$ cat config.mk
export PLATFORM = sky130hd
export DESIGN_NAME = rom_loader
export DESIGN_NICKNAME = d
export VERILOG_FILES = /design/src/rtl/rom_loader_pkg.sv /design/src/rtl/rom_loader.sv
export SDC_FILE = /design/constraint.sdc
export NUM_CORES = 1
export LEC_CHECK = 0
export ABC_AREA = 1
export CAP_MARGIN = 20
export CORE_MARGIN = 2
export CORE_UTILIZATION = 51
export CTS_CLUSTER_DIAMETER = 120
export DETAILED_ROUTE_END_ITERATION = 8
export PLACE_DENSITY = 0.86
export SLEW_MARGIN = 20
export SYNTH_ARGS = -nofsm -noshare
export SYNTH_HDL_FRONTEND = slang
export SYNTH_SLANG_ARGS = --single-unit
$ cat constraint.sdc
create_clock -name clk -period 5.4 [get_ports clk]
set_clock_uncertainty 0.15 [all_clocks]
set_input_delay 1.08 -clock clk [delete_from_list [all_inputs] [get_ports clk]]
set_output_delay 1.08 -clock clk [all_outputs]
set_load 0.1 [all_outputs]
$ cat src/rtl/rom_loader_pkg.sv
// Shared types and defaults for the ROM-to-memory loader.
package rom_loader_pkg;

   localparam int unsigned MAX_BYTES_DEFAULT = 65536;

   typedef enum logic [2:0] {
      ST_IDLE,
      ST_FETCH,
      ST_WRITE,
      ST_DONE,
      ST_ERROR
   } state_t;

endpackage

$ cat src/rtl/rom_loader.sv
// Copies a combinational ROM byte-by-byte into a destination memory.
// Optional ROM_LOADER_CHECKSUM_EN adds an 8-bit running sum of written bytes.
module rom_loader
   import rom_loader_pkg::*;
#(
   parameter int unsigned MAX_BYTES    = MAX_BYTES_DEFAULT,
   parameter logic [31:0] BASE_ADDRESS = 32'd0
) (
   input  logic        clk,
   input  logic        reset_n,
   input  logic        start,
   output logic [31:0] rom_address,
   input  logic [7:0]  rom_byte,
   input  logic        rom_done,
   output logic [31:0] mem_address,
   output logic [7:0]  mem_data,
   output logic        mem_write,
   input  logic        mem_ready,
   output logic        busy,
   output logic        load_done,
   output logic        error,
`ifdef ROM_LOADER_CHECKSUM_EN
   output logic [7:0]  checksum,
`endif
   output state_t      dbg_state_o
);

   localparam logic [31:0] LAST_INDEX = 32'(MAX_BYTES - 1);

   state_t      state_q, state_d;
   logic [31:0] count_q, count_d;
   logic [7:0]  data_q,  data_d;
   logic        last_q,  last_d;
`ifdef ROM_LOADER_CHECKSUM_EN
   logic [7:0]  sum_q,   sum_d;
`endif

   always_ff @(posedge clk or negedge reset_n) begin
      if (!reset_n) begin
         state_q <= ST_IDLE;
         count_q <= '0;
         data_q  <= '0;
         last_q  <= 1'b0;
`ifdef ROM_LOADER_CHECKSUM_EN
         sum_q   <= '0;
`endif
      end else begin
         state_q <= state_d;
         count_q <= count_d;
         data_q  <= data_d;
         last_q  <= last_d;
`ifdef ROM_LOADER_CHECKSUM_EN
         sum_q   <= sum_d;
`endif
      end
   end

   // Write handshake: mem_write is the valid; a byte is consumed on the rising
   // edge where mem_write and mem_ready are both high. Until then address, data
   // and the last flag are held in registers and cannot change.
   always_comb begin
      state_d = state_q;
      count_d = count_q;
      data_d  = data_q;
      last_d  = last_q;
`ifdef ROM_LOADER_CHECKSUM_EN
      sum_d   = sum_q;
`endif
      case (state_q)
         ST_IDLE, ST_DONE, ST_ERROR: begin
            if (start) begin
               count_d = '0;
`ifdef ROM_LOADER_CHECKSUM_EN
               sum_d   = '0;
`endif
               state_d = ST_FETCH;
            end
         end
         ST_FETCH: begin
            data_d  = rom_byte;
            last_d  = rom_done;
            state_d = ST_WRITE;
         end
         ST_WRITE: begin
            if (mem_ready) begin
`ifdef ROM_LOADER_CHECKSUM_EN
               sum_d = sum_q + data_q;
`endif
               if (last_q) begin
                  state_d = ST_DONE;
               end else if (count_q == LAST_INDEX) begin
                  state_d = ST_ERROR;
               end else begin
                  count_d = count_q + 32'd1;
                  state_d = ST_FETCH;
               end
            end
         end
         default: state_d = ST_IDLE;
      endcase
   end

   assign rom_address = count_q;
   assign mem_address = BASE_ADDRESS + count_q;
   assign mem_data    = data_q;
   assign mem_write   = (state_q == ST_WRITE);
   assign busy        = (state_q == ST_FETCH) || (state_q == ST_WRITE);
   assign load_done   = (state_q == ST_DONE);
   assign error       = (state_q == ST_ERROR);
   assign dbg_state_o = state_q;
`ifdef ROM_LOADER_CHECKSUM_EN
   assign checksum    = sum_q;
`endif

endmodule

Word-level counts from Yosys, hierarchy flattened
Index checks and enable logic that the tools add are counted.
{"block": "op_classes", "n_reduce_logical": 6, "n_addsub": 1, "n_mux": 10, "n_eq_ne": 9}
{"operator": "2-to-1 mux 32 bit", "n": 4}
{"operator": "case mux 32 bit (2 select lines)", "n": 1}
{"operator": "adder 32 x 1 -> 32 bit, second input constant", "n": 1}
{"operator": "equality test 32 x 16 -> 1 bit, second input constant", "n": 1}
{"operator": "2-to-1 mux 3 bit", "n": 4}
{"operator": "case mux 3 bit (3 select lines)", "n": 1}
{"operator": "equality test 3 x 2 -> 1 bit, second input constant", "n": 2}
{"operator": "!= test 2 bit, second input constant", "n": 3}
{"operator": "AND reduction 5 bit", "n": 1}
{"operator": "equality test 3 x 1 -> 1 bit, second input constant", "n": 1}
{"operator": "equality test 3 bit, second input constant", "n": 1}
{"operator": "zero test 3 bit", "n": 1}
{"operator": "OR reduction 3 bit", "n": 1}
{"operator": "!= test 2 x 1 -> 1 bit, second input constant", "n": 1}
{"operator": "AND reduction 2 bit", "n": 1}
{"operator": "nonzero test 2 bit", "n": 1}
{"operator": "logical OR 1 bit", "n": 1}
{"block": "word_totals", "ff_bits": 44, "wordCells": 30, "out_inout_bits": 79, "input_bits": 13}

Depth between registers and ports, before layout
Gate-level depths: netlist (run 1).
{"block": "logic_depth", "depth_word": 5, "ltp_mapped": 11, "depth_no_buf": 10}

Least setup slack after synthesis (run 1)
Ideal clock, no wire load.
{"block": "synth_timing", "path_type": "register to output", "startpoint": "reg state_q[1] (netlist: dbg_state_o[1])", "endpoint": "out busy", "path_stages_with_launch": 7, "path_buffers": 2, "arrival_time_ps": 2780, "t_required_ps": 4170, "setup_slack_ps": 1390, "path_cell_list": "dfrtp_1 inv_2 nor3_4 buf_2 buf_2 inv_1 nand2_1"}
{"block": "synth_via", "elab_chain_len": 2, "word_cells_on_any_way": 3, "classes_between": "eq/ne: 2; reduce/logical: 1"}
{"element": "from (decl)", "line": "rom_loader.sv:30", "text": "state_t state_q, state_d;"}
{"element": "from (signal assigned)", "line": "rom_loader.sv:48", "text": "state_q <= state_d;"}
{"element": "equality test 3 x 2 -> 1 bit"}
{"element": "named net mem_write", "line": "rom_loader.sv:17", "text": "output logic mem_write,"}
{"element": "logical OR 1 bit", "line": "rom_loader.sv:107", "text": "assign busy = (state_q == ST_FETCH) || (state_q == ST_WRITE);"}
{"element": "to (decl)", "line": "rom_loader.sv:19", "text": "output logic busy,"}
The timed path passes the listed nets, and every way through them passes these cells.

Final worst setup path (run 1)
{"block": "layout_timing", "startpoint": "reg state_q[2] (netlist: dbg_state_o[2])", "endpoint": "out busy"}
{"block": "layout_via", "elab_chain_len": 2, "word_cells_on_any_way": 3, "classes_between": "eq/ne: 2; reduce/logical: 1"}
{"element": "equality test 3 x 1 -> 1 bit or equality test 3 x 2 -> 1 bit (tied branches)", "line": "rom_loader.sv:107"}
{"element": "logical OR 1 bit (*)", "line": "rom_loader.sv:107"}
Every way passes the cells marked *; elsewhere a longest branch is shown, timed or not.

==> results of run 1 <==
==> path summary, 6_finish.rpt <==
path	startpoint	endpoint	slack (ns)
hold reg to reg	mem_data[7]$_DFFE_PN0N_	mem_data[7]$_DFFE_PN0N_	0.36
hold / removal	mem_data[7]$_DFFE_PN0N_	mem_data[7]$_DFFE_PN0N_	0.36
setup reg to reg	rom_address[0]$_DFFE_PN0P_	rom_address[21]$_DFFE_PN0P_	2.87
setup / recovery	dbg_state_o[2]$_DFFE_PN0P_	busy	1.52
max in group asynchronous	reset_n	rom_address[21]$_DFFE_PN0P_	4.11
min in group asynchronous	reset_n	rom_address[3]$_DFFE_PN0P_	0.61
==> layout by cell type, fill, tap and decap left out, types with 4 or more instances in the layout <==
master,instances
nand4_1,4
nand3b_1,4
inv_2,4
nand2_1,147
nor2_1,52
clkbuf_8,7
o21ai_1,16
dfrtp_1,44
xor2_1,6
o21ai_2,8
nand3_1,28
clkdlybuf4s50_1,90
nor2_2,4
mux2_2,8
inv_1,33
or2_2,4
==> worst reg2reg max path: stages (launching register included) <==
cell and delay, ns:
dfrtp_1 0.48, ha_1 0.22, nand2_2 0.09, nor2_4 0.17, nand3_2 0.13, nor2_4 0.14
nand3_2 0.11, nand2_2 0.66, nand2_1 0.20, o21ai_2 0.10
==> metrics by stage <==
step / total power [mW] / cells / setup WS, ns
finish: 1.61 / 561 / 1.52
detailed placement: 1.34 / 553 / 1.84
global placement: 1.32 / 553 / 1.94
floorplan: 1.20 / 426 / 1.39
global route: 1.68 / 561 / 1.38
CTS: 1.62 / 561 / 1.50
==> state kept, by name, indices dropped and copies added (netlist names) <==
signal,count
mem_data,8
dbg_state_o,3
rom_address,32
last_q,1
==> kinds of logic (layout without fill, tap and decap cells) <==
logic type,Yosys count,count (layout)
AND/OR/NAND/NOR,254,254
buffers and inverters,77,137
flip-flops,44,44
AO/OA/AOI/OAI,33,33
multiplexers,9,9
XOR/XNOR,8,8
adder cells (fa/ha/maj),1,1
==> layer usage <==
| layer | wire [microns] | track usage [%] | part of all wire, % |
|---|---|---|---|
| met3 | 432 | 5.33 | 6.1 |
| met5 | 0 | 0 | 0 |
| met2 | 3520 | 38.9 | 50 |
| met1 | 3020 | 27.5 | 43 |
| met4 | 48 | 6.10 | 0.68 |
==> where the power goes <==
part           switching [mW]  total [mW]  leakage (nW)  internal [mW]
clock network           0.116       0.280        0.0645          0.163
registers              0.0409       0.419         0.588          0.378
logic                   0.715       0.913         0.920          0.198
==> layout make-up <==
class                      count  share of cell area (%)
clock buffer                   7                    2.50
multi-input combinational    305                    38.4
clock inverter                 1                   0.778
tap                           75                    2.43
sequential                    44                    28.5
timing repair buffer          92                    23.7
inverter                      37                    3.60
==> impl_metrics.toml, run 1 <==
[outcome]
run_status = "finished, final reports clean"

[route]
first_iter_violations = 173
detailroute.via_count = 2833
totalWireLength_microns = 7030
first_pass_iters = 5
ant_nets_after_route = 0
viasPerCell = 5.05
route.detailed.drc = 0
wl_per_cell_microns = 12.5

[power]
power_per_cell_area_nw_per_um2 = 418
worst_ir_drop_vdd_mv = 0.518
leakage_nw = 1.57

[logic_synthesis]
yosys.area.top_type_share_pct = 36.4
dominant_combinational_cell_family_by_area_after_synthesis = "simple AND/OR/NAND/NOR gates"
synthTopCellsByArea = "dfrtp_1 36%, nand2_1 18%, buf_4 7.9%"
synth_area_leader_cell = "dfrtp_1"
yosys.cell_types.count = 32
synthTopCellsByCount = "147 x nand2_1, 52 x nor2_1, 44 x dfrtp_1, 33 x inv_1, 32 x buf_4"
synth_edf_count = 0
synth-seq-area-share_pct = 36.4
synth_nets = 440
synthesis.instances = 426
synth-compound-area-share_pct = 6.86
ys_dominant_reg_cell = "dfrtp_1"
yosys.area_share.simple_pct = 36.1
avgSynthCellArea_sq_um = 7.11
synth.area.mux_share_pct = 3.31
synth-seq-cells = 44
mappedNetlistArea_sq_um = 3030
synth_async_sr_flop_share_pct = 100
leading_cell_type_by_number_of_instances_after_synthesis = "nand2_1"
synth_warnings = 0
synth-xor-area-share_pct = 2.31
yosys.area_share.adder_pct = 0.413

[grt]
grt_overflow_total = 0
antenna_found_initial = 0
track_usage_pct = 22.3
maximum_number_of_pins_on_one_net_before_global_route_repair = 48
grt_first_pass_wirelength_microns = 11600
number_of_global_route_vias_before_repair = 2660

[final_layout]
layout-area-overhead-vs-synth_pct = 27.4
multiInputGateArea_sq_um = 1480
finalCoreUtilization_pct = 66.4
fin_area_sq_um = 3860
count_of_filler_cells_inserted_in_the_layout = 503
finalNetCount = 499
drive_above_1_share_pct = 9.67
antenna_cells_inserted = 0
layout.area.seq_sq_um = 1100

[timing]
setup_total_negative_slack_ns = 0
final.period_utilization_pct = 71.8
timing_worst_slew_pin_value_ns = 1.00
max-slew-margin-rel_pct = 32.9
setup_viol_count_final = 0
clock.fmax_ghz = 0.258
finalMaxSlewViolations = 0
rsz_0062_raised_after_global_routing = "false"
finalHoldViolCount = 0
hold-worst-slack_ns = 0.362
period_minus_slack_ns = 3.88

[hold_path]
timing.hold.worst.class = "reg -> reg"
holdPathStages = 1

[clock_tree]
clock_insertion_delay_worst_skew_ns = 0.30
cts_post_setup_buffers_inserted = 0
hold_bufs_inserted_after_cts = 0
tritoncts = "yes"
cts_inserted_buffers = 5
ctsHtreeMaxLevel = 2
cts.sinks = 44
cts_root_buf = "clkbuf_8"
cts_repair_resize_count = 0
cts_buffer_depth = 2
clk_transition_reported_paths_ns = 0.08

[worst_setup_path]
cp.arrival_ns = 2.65
timing.critical_path.cells = "inv_1 -> nand3_1 -> nand2_1 -> clkdlybuf4s50_1"
cell_depth_of_the_worst_setup_path = 4
critical_path.n_buffers_inverters = 2
cp_top_family = "buffers and inverters"
critical_path_peak_fanout = 12
cp_data_required_time_ns = 4.17
worst_path_largest_cell_delay_ns = 1.15
rr_worst_depth = 9
worstSetupEndpointType = "output pin"
crit_type = "reg -> out"
startpoint_type = "register"
cell_with_the_largest_stage_delay_on_the_worst_path = "clkdlybuf4s50_1"

[floorplan]
core_sq_um = 5820
die_height_microns = 81.1
die_w_microns = 81.1
initial_core_util_pct = 52.1
die_outline_area_sq_um = 6570
io_pins = 92
num_rows = 28

[placement]
dp_hpwl_microns = 5310
port_buffers = 91
gpl.final_weighted_congestion = 0.867
area_of_placed_instances_sq_um = 3730

[run]
drv.max_cap_violation_count = 0
Power figures use the tool's default switching activity.
==> run 2: changes to the inputs <==
- CORE_UTILIZATION: 51 -> 48
- PLACE_DENSITY: 0.86 -> 0.82
- clock period: 5.4 -> 3.6 ns (I/O delays scaled with it)
==> run 2 against run 1 <==
Against the previous run: critical path depth down 3; clock-buffer cell count did not move; flip-flop and latch count did not move; setup slack worse by 0.60 ns; design area decreased by 5.4%; via count fell by 0.39%; final cell count stayed put; clock power rose by 19%; non-clock buffer count is the same; sequential power is 50% higher; total power grew 43%; critical path type unchanged; highest routed layer unchanged.
==> impl_metrics.toml, run 2 (same netlist as run 1, synthesis figures left out) <==
[clock_tree]
clk_transition_reported_paths_ns = 0.09
cts_root_buf = "clkbuf_8"
cts.sinks = 44
ctsHtreeMaxLevel = 2
cts_inserted_buffers = 5
hold_bufs_inserted_after_cts = 0
cts_post_setup_buffers_inserted = 0
clock_insertion_delay_worst_skew_ns = 0.30
tritoncts = "yes"
cts_buffer_depth = 2
cts_repair_resize_count = 0

[power]
leakage_nw = 1.69
worst_ir_drop_vdd_mv = 0.839
power_per_cell_area_nw_per_um2 = 634

[route]
totalWireLength_microns = 7270
first_iter_violations = 162
first_pass_iters = 4
detailroute.via_count = 2822
wl_per_cell_microns = 13.0
ant_nets_after_route = 0
viasPerCell = 5.03
route.detailed.drc = 0

[floorplan]
die_w_microns = 83.4
die_height_microns = 83.4
initial_core_util_pct = 50.2
num_rows = 28
die_outline_area_sq_um = 6960
core_sq_um = 6030
io_pins = 92

[grt]
grt_first_pass_wirelength_microns = 12100
grt_overflow_total = 0
antenna_found_initial = 0
maximum_number_of_pins_on_one_net_before_global_route_repair = 48
number_of_global_route_vias_before_repair = 2668
track_usage_pct = 21.0

[worst_setup_path]
worstSetupEndpointType = "output pin"
crit_type = "reg -> out"
critical_path_peak_fanout = 2
cp.arrival_ns = 1.81
cell_with_the_largest_stage_delay_on_the_worst_path = "clkdlybuf4s50_1"
worst_path_largest_cell_delay_ns = 1.15
cell_depth_of_the_worst_setup_path = 1
startpoint_type = "register"
timing.critical_path.from = "mem_data[7]$_DFFE_PN0N_"
cp_data_required_time_ns = 2.73
rr_worst_depth = 8
cp_top_family = "buffers and inverters"
critical_path.n_buffers_inverters = 1
timing.critical_path.cells = "clkdlybuf4s50_1"
worstReg2RegStart = "rom_address[0]$_DFFE_PN0P_"

[final_layout]
largest_reg_flops = 32
layout-area-overhead-vs-synth_pct = 20.5
finalNetCount = 499
final_common_cell = "nand2_1"
antenna_cells_inserted = 0
drive_above_1_share_pct = 24.3
layout.cells.most_common_list = "147 x nand2_1, 73 x buf_4, 52 x nor2_1"

[placement]
place_worst_setup_slack_ns = 0.876
port_buffers = 91
gpl.final_weighted_congestion = 0.917
dp_hpwl_microns = 5480

[outcome]
run_status = "finished, final reports clean"

[timing]
clock.fmax_ghz = 0.374
setup_total_negative_slack_ns = 0
setup_viol_count_final = 0
max-slew-margin-rel_pct = 34.2
fin_ws_ns = 0.923
timing_worst_slew_pin_value_ns = 0.984
finalMaxSlewViolations = 0
finalHoldViolCount = 0
rsz_0062_raised_after_global_routing = "false"
period_minus_slack_ns = 2.68
final.period_utilization_pct = 74.4

[hold_path]
timing.hold.worst.class = "in -> async"

[run]
drv.max_cap_violation_count = 0
[run 2: cell count changes in the layout (fill, tap and decap cells not counted), sizes merged]
cell           delta
buf              +71
clkdlybuf4s50    -71
bufinv            -1
clkinvlp          +1
[run 2: area by class of cell]
type	instances	area (sq um)
Sequential cell	44	1100
Fill cell	580	2380
Timing Repair Buffer	92	738
Clock buffer	7	86.3
Clock inverter	1	7.51
Tap cell	75	93.8
Inverter	37	139
Multi-Input combinational cell	305	1480
[run 2: where the power goes]
part / switching (mW) / internal (mW)
sequential: 0.0617 / 0.568
clock: 0.175 / 0.156
combinational: 1.07 / 0.280
total: 1.31 / 1.00
[run 2: stage by stage]
| stage | utilization [%] | std cells | power [mW] | area [sq um] | hold slack (ns) |
|---|---|---|---|---|---|
| 2_1_floorplan | - | 426 | 1.80 | 3030 | 0.274 |
| 3_3_place_gp | 59.0 | 553 | 1.97 | 3550 | 0.337 |
| 3_5_place_dp | 59.0 | 553 | 1.99 | 3550 | 0.343 |
| 4_1_cts | 60.5 | 561 | 2.33 | 3650 | 0.363 |
| 5_1_grt | 60.6 | 561 | 2.43 | 3650 | 0.305 |
| 6_report | 60.6 | 561 | 2.31 | 3650 | 0.264 |
[run 2: path summary, 6_finish.rpt]
| check | to | slack [ns] |
|---|---|---|
| setup / recovery | mem_data[7] | 0.92 |
| hold / removal | rom_address[7]$_DFFE_PN0P_ | 0.26 |
| setup reg to reg | rom_address[29]$_DFFE_PN0P_ | 1.06 |
| hold reg to reg | mem_data[0]$_DFFE_PN0N_ | 0.36 |
| max in group asynchronous | dbg_state_o[1]$_DFFE_PN0P_ | 2.63 |
| min in group clk | mem_data[0]$_DFFE_PN0N_ | 0.36 |
[run 2: routing by layer]
layer | routed length (microns) | GRT usage (%) | vias up | part of all wire, %
met3 | 519 | 5.27 | 12 | 7.1
met4 | 92 | 4.84 | 0 | 1.3
met1 | 3070 | 26.2 | 1292 | 42
met5 | 0 | 0 | - | 0
li1 | - | - | 1425 | -
met2 | 3590 | 36.5 | 93 | 49
